===== src/rtl/soft_mute_ramp.sv =====
// Soft mute for NUM_CH channels. A shared gain ramps linearly toward 0 or unity,
// so a mute switch fades the audio instead of clicking.
module soft_mute_lane #(
  parameter int WIDTH     = 32,
  parameter int GAIN_BITS = 16
) (
  input  logic signed [WIDTH-1:0]   smp,
  input  logic        [GAIN_BITS:0] g,
  output logic        [WIDTH-1:0]   res
);
  localparam int PW = WIDTH + GAIN_BITS + 2;

  logic signed [PW-1:0] a, b, prod;

  // The gain is zero-extended so it is never read as negative. With g <= FULL
  // the shifted product always fits back into WIDTH bits.
  always_comb begin
    a    = PW'(smp);
    b    = PW'({1'b0, g});
    prod = a * b;
    res  = WIDTH'(prod >>> GAIN_BITS);
  end
endmodule

module soft_mute_ramp #(
  parameter int WIDTH       = 32,
  parameter int NUM_CH      = 2,
  parameter int GAIN_BITS   = 16,
  parameter int RAMP_STEP   = 64,
  parameter bit START_MUTED = 1'b0
) (
  input  logic                    clk,
  input  logic                    reset,
  input  logic                    enable,
  input  logic                    in_valid,
  input  logic [NUM_CH*WIDTH-1:0] in_data,
  output logic                    out_valid,
  output logic [NUM_CH*WIDTH-1:0] out_data,
  output logic                    muted,
  output logic                    ramping
);
  localparam int GW = GAIN_BITS + 1;
  localparam logic [GW-1:0] FULL = GW'(1) << GAIN_BITS;
  localparam logic [GW-1:0] STEP = GW'(RAMP_STEP);

  typedef enum logic [1:0] {UNMUTED, RAMP_DOWN, MUTED, RAMP_UP} state_t;
  localparam state_t RST_STATE = START_MUTED ? MUTED : UNMUTED;
  localparam logic [GW-1:0] RST_GAIN = START_MUTED ? '0 : FULL;

  state_t state_q, state_d;
  logic [GW-1:0] g_q, g_d;
  logic out_valid_q, out_valid_d;
  logic muted_q, muted_d, ramping_q, ramping_d;
  logic [NUM_CH-1:0][WIDTH-1:0] lane_res, out_data_q, out_data_d;

  // Every lane scales by the gain held before this edge.
  for (genvar k = 0; k < NUM_CH; k++) begin : g_lane
    soft_mute_lane #(.WIDTH(WIDTH), .GAIN_BITS(GAIN_BITS)) u_lane (
      .smp (in_data[k*WIDTH +: WIDTH]),
      .g   (g_q),
      .res (lane_res[k])
    );
  end

  always_comb begin
    state_d     = state_q;
    g_d         = g_q;
    out_valid_d = in_valid;
    out_data_d  = out_data_q;
    if (in_valid) begin
      out_data_d = lane_res;
      if (enable && state_q != MUTED) begin
        g_d     = (g_q > STEP) ? g_q - STEP : '0;
        state_d = (g_d == '0) ? MUTED : RAMP_DOWN;
      end else if (!enable && state_q != UNMUTED) begin
        // Compare against FULL-STEP so the add cannot overflow GW bits.
        g_d     = (g_q >= FULL - STEP) ? FULL : g_q + STEP;
        state_d = (g_d == FULL) ? UNMUTED : RAMP_UP;
      end
    end
    muted_d   = (state_d == MUTED);
    ramping_d = (state_d == RAMP_DOWN) || (state_d == RAMP_UP);
  end

  always_ff @(posedge clk or posedge reset) begin
    if (reset) begin
      state_q     <= RST_STATE;
      g_q         <= RST_GAIN;
      out_valid_q <= 1'b0;
      out_data_q  <= '0;
      muted_q     <= START_MUTED;
      ramping_q   <= 1'b0;
    end else begin
      state_q     <= state_d;
      g_q         <= g_d;
      out_valid_q <= out_valid_d;
      out_data_q  <= out_data_d;
      muted_q     <= muted_d;
      ramping_q   <= ramping_d;
    end
  end

  assign out_valid = out_valid_q;
  assign out_data  = out_data_q;
  assign muted     = muted_q;
  assign ramping   = ramping_q;
endmodule


===== config.mk =====
export PLATFORM = sky130hd
export DESIGN_NAME = soft_mute_ramp
export DESIGN_NICKNAME = d
export VERILOG_FILES = /design/src/rtl/soft_mute_ramp.sv
export SDC_FILE = /design/constraint.sdc
export NUM_CORES = 2
export LEC_CHECK = 0
export CAP_MARGIN = 30
export CORE_MARGIN = 2
export CORE_UTILIZATION = 50
export CTS_BUF_LIST = sky130_fd_sc_hd__clkbuf_16
export DETAILED_ROUTE_END_ITERATION = 10
export PLACE_DENSITY = 0.73
export SLEW_MARGIN = 20
export SYNTH_ARGS = -nofsm -noshare
export SYNTH_HDL_FRONTEND = slang
export SYNTH_SLANG_ARGS = --single-unit
export TNS_END_PERCENT = 100

===== constraint.sdc =====
create_clock -name clk -period 6.3 [get_ports clk]
set_input_delay 0.945 -clock clk [delete_from_list [all_inputs] [get_ports clk]]
set_output_delay 0.945 -clock clk [all_outputs]
set_load 0.02 [all_outputs]

; ---- Yosys cells after proc, flatten, opt, wreduce, memory -nomap -nowiden
; Index checks and enable logic that the tools add are counted.
[totals]
output_inout_bits = 67
in_bits = 68
ff_bits = 86
[classes]
muxes = 9
reduce_logical = 8
n_mul = 2
addsub = 2
order_cmp = 2
n_eq_ne = 5
[ops]
columns = op, count
row1 = 32-bit by 18-bit multiplier with 48-bit output, 2
row2 = 17-bit 2-to-1 mux, 4
row3 = "17-bit by 7-bit adder with 17-bit output, second input constant", 1
row4 = "17-bit == test, second input constant", 1
row5 = "17-bit by 16-bit greater-or-equal comparator with 1-bit output, second input constant", 1
row6 = "17-bit by 7-bit greater-than comparator with 1-bit output, second input constant", 1
row7 = 17-bit logical NOT, 1
row8 = "17-bit by 7-bit subtractor with 17-bit output, second input constant", 1
row9 = 2-bit 2-to-1 mux, 5
row10 = "2-bit == test, second input constant", 2
row11 = 2-bit nonzero test, 2
row12 = "2-bit by 1-bit == test with 1-bit output, second input constant", 1
row13 = 1-bit logical AND, 2
row14 = "2-bit != test, second input constant", 1
row15 = 2-bit AND reduction, 1
row16 = 1-bit logical NOT, 1
row17 = 1-bit logical OR, 1

; ---- Logic depth before layout (Yosys ltp)
[depth]
word_depth = 9
ltp_mapped = 28
ltp_nobuf = 24

; ---- Cells and area by module
; From an unflattened synthesis, not the netlist that was laid out.
[unflattened]
hier_cells = 4429
area_unflattened_um2 = 40518.9
[modules_own_cells]
columns = mod, seq_area_each_um2, area_each_um2, instances, cells_per_inst
row1 = soft_mute_lane (g_lane[0].u_lane), 0.0, 18408.9, 1, 2070
row2 = soft_mute_lane (g_lane[1].u_lane), 0.0, 18276.3, 1, 2044
row3 = soft_mute_ramp, 2128.3, 3833.7, 1, 315

; ---- Worst setup path before layout
; OpenSTA, ideal clock, no wires.
[synth_timing]
kind = input to register
from = input in_data[63]
to = register out_data_q, in the netlist out_data[62]
n_path_buf = 1
t_arrival_ns = 6.637
cell_stages = 20
setup_ns = 0.141
slack_ns = -0.478
cell_sequence = clkbuf_1 -> nand2_1 -> fa_1 -> fa_1 -> inv_1 -> fa_1 -> fa_1 -> fa_1 -> inv_1 -> fa_1 -> inv_1 -> ha_1 -> a21oi_1 -> o21ai_0 -> or3_1 -> o31a_2 -> a221oi_4 -> o21bai_1 -> a2111oi_0 -> a211oi_1
[synth_via]
elab_chain_len = 1
[synth_rtl]
columns = element, line_no
row1 = start: declaration, 36  ; input logic [NUM_CH*WIDTH-1:0] in_data,
row2 = 32-bit by 18-bit multiplier with 48-bit output, 20  ; prod = a * b;
row3 = end signal: assignment, 97  ; out_data_q <= out_data_d;
row4 = end: declaration, 54  ; logic [NUM_CH-1:0][WIDTH-1:0] lane_res, out_data_q, out_data_d;
; No other way between the ends.
; A chain may end at the register's enable or synchronous reset.

; ---- Final worst setup path
[layout_timing]
from = input in_data[36]
to = register out_data_q, in the netlist out_data[61]
; The elaborated chain is that of the path after synthesis.

==> impl_metrics.yaml <==
cts:
  cts_tree: "done"
  clk_pin_slew_ns: 0.08
  holdBufCountCts: 0
  cts_root_buffer: "clkbuf_16"
  htreeDepth: 3
  clock_sinks: 85
  clock_path_buffers: 2
  insertion_delay_ns: 0.42
  cts_buffers: 9
global_routing:
  grt.overflow.total: 0
  grt_first_pass_wirelength_um: 177000
  grt.total_usage: 0.273
  grt_pass1_vias: 34700
  antenna_found_initial: 4
  grt_max_degree: 68
yosys:
  yosys.area_share.simple: 0.164
  yosys.cell_types.count: 72
  synth_compound_area_frac: 0.0418
  avgSynthCellArea_um2: 9.07
  netlist_top_cells_count: "1223 x inv_1, 1014 x fa_1, 607 x and2_1, 535 x nand2_1, 223 x ha_1"
  synth_ff_type: "dfrtp_1"
  synthArstFlopShare: 1.00
  synth_top_family_by_area: "adder cells"
  synthXorXnorAreaFrac: 0.0199
  yosys.area.top_type_share: 0.506
  yosysWarnings: 0
  synth_edf_count: 0
  synthMuxAreaShare: 0.0130
  ys_seq_area_frac: 0.0530
  synth_adder_area_share: 0.575
  syn_area_um2: 40100
  synth.area.top_cells: "fa_1 51%, inv_1 11%, and2_1 9.5%, ha_1 7.0%, dfrtp_1 5.2%"
  yosysTopAreaCell: "fa_1"
  yosysMostFrequentCell: "inv_1"
  syn_nets: 5729
  synth-seq-cells: 85
  netlist_instances: 4424
floorplanning:
  rows: 103
  core_area_um2: 79300
  die_w_um: 287
  die_h_um: 287
  pin_count: 135
  start_util: 0.507
  dieArea_um2: 82600
final_layout:
  area_growth_pct: 25.1
  final_cells: 6067
  final_util: 0.634
  num_antenna_cells: 0
  drive_gt1_frac: 0.234
  nets: 6317
sta:
  hold_violations: 0
  min_period_over_period: 1.05
  slew_violations: 0
  finClkSkew_ns: 0.0253
  setup_violations: 35
  rsz0062_at_grt: "yes"
  finalCriticalPeriod_ns: 6.62
  setup_slack_ns: -0.319
  worst_pin_slew_ns: 0.794
  worst_hold_slack_ns: 0.482
  fmax_mhz: 151
  max_slew_margin: 0.471
worst_setup_path:
  endpoint_kind: "flip-flop"
  critPathLaunchType: "input pin"
  worst_path_most_repeated_cell: "fa_1"
  critPathTopFamily: "adder cells"
  worstPathRequired_ns: 6.60
  path_max_fanout: 5
  cpPeakStageDelay_ns: 0.54
  crit_arrival_ns: 6.92
  worstSetupPathType: "input pin to flip-flop"
  critPathSlowestCell: "fa_1"
  critical_path_buf_inv_count: 10
placed_design:
  port_buffers: 134
  hpwlAfterDp_um: 84500
  post-place-ws_ns: -1.41
  numPlacedInstances: 5915
  gp_congestion: 0.888
detailed_routing:
  vias_per_cell: 5.13
  wire_per_inst_um: 17.6
  drc: 0
  drt-total-wl_um: 107000
  dr.pass1.iters: 8
  num_vias: 31100
  drt_iter0_drc: 1782
  antenna_left: 0
flow_run:
  max_cap_viol_count: 0
status:
  status: "finished with violations"
  violations: "setup timing"
worst_hold_path:
  min_path_type: "flip-flop to flip-flop"
## path summary, 6_finish.rpt
check	from	end	slack, ns	cells after the start
max in group asynchronous	reset	out_data[4]	4.21	3
max reg2reg	g_q[10]	out_data[22]	-0.27	22
min	out_data[20]	out_data[20]	0.48	1
min reg2reg	out_data[20]	out_data[20]	0.48	1
min in group asynchronous	reset	out_data[59]	1.02	2
max	in_data[36]	out_data[61]	-0.32	28
## sequential cells by signal (all words and copies together) (netlist names)
signal and cells:
out_data 64, state_q 2, g_q 17, out_valid 1
muted 1
## cell usage in the layout (no fill, tap or decap), types with 8 or more instances in the layout
master,n
fa_2,66
fa_1,948
o21ai_2,12
o31ai_1,8
buf_8,11
inv_1,1152
nor2b_1,12
and2_1,537
dfrtp_1,68
ha_1,172
inv_2,70
nand2_4,10
clkbuf_16,10
nand3_1,12
a21o_1,32
a21oi_1,50
mux2_2,30
buf_4,503
nor2_1,48
nor3_1,11
clkdlybuf4s50_1,74
xnor2_1,63
nand2_1,507
nand2_2,18
buf_6,94
o21ai_1,11
ha_4,44
dlygate4sd2_1,19
a21oi_2,25
dfrtp_2,15
buf_2,14
and2_4,69
nand4_1,9
o21ai_0,19
mux2_4,16
o21a_1,8
xor2_1,19
buf_12,48
## cells by family (layout without fill, tap and decap cells)
| kind of cell | count (synthesis) | after routing |
|---|---|---|
| compound gates | 249 | 249 |
| buf+inv | 1428 | 2021 |
| simple gates | 1288 | 1288 |
| flops | 85 | 85 |
| mux | 46 | 46 |
| xor+xnor | 91 | 91 |
| fa+ha+maj | 1237 | 1237 |
## metrics by stage
stage | setup TNS, ns | cell area, µm²
global placement | -55.86 | 46900
global route | -13.91 | 50200
detailed placement | -59.11 | 46900
CTS | -5.53 | 49300
finish | -5.91 | 50200
floorplan | -2.16 | 40700
## layout make-up
| type | instances | area, µm² |
|---|---|---|
| well taps | 1050 | 1310 |
| repair buffers | 781 | 7270 |
| inverters | 1224 | 4600 |
| clock buffers | 9 | 225 |
| flip-flops and latches | 85 | 2150 |
| fillers | 6271 | 29000 |
| clock inverters | 7 | 81.3 |
| multi-input cells | 2911 | 34600 |
## metal layers
metal / GRT usage / vias up / part of all wire
li1: - / 13800 / -
met1: 0.345 / 16100 / 0.39
met2: 0.479 / 991 / 0.51
met3: 0.0376 / 230 / 0.058
met4: 0.0978 / 6 / 0.037
met5: 0 / - / 0.00036
## timing repair
item | 4_1_cts | 5_1_grt
cloned | 13 | 2
endpoints found under the setup margin | 60 | 55
buffers inserted | 106 | 30
pin swaps | 241 | 169
gates resized for setup | 506 | 235
Power is not shown: default switching activity piles up to over one toggle a cycle in this logic, so the estimate is an artifact.
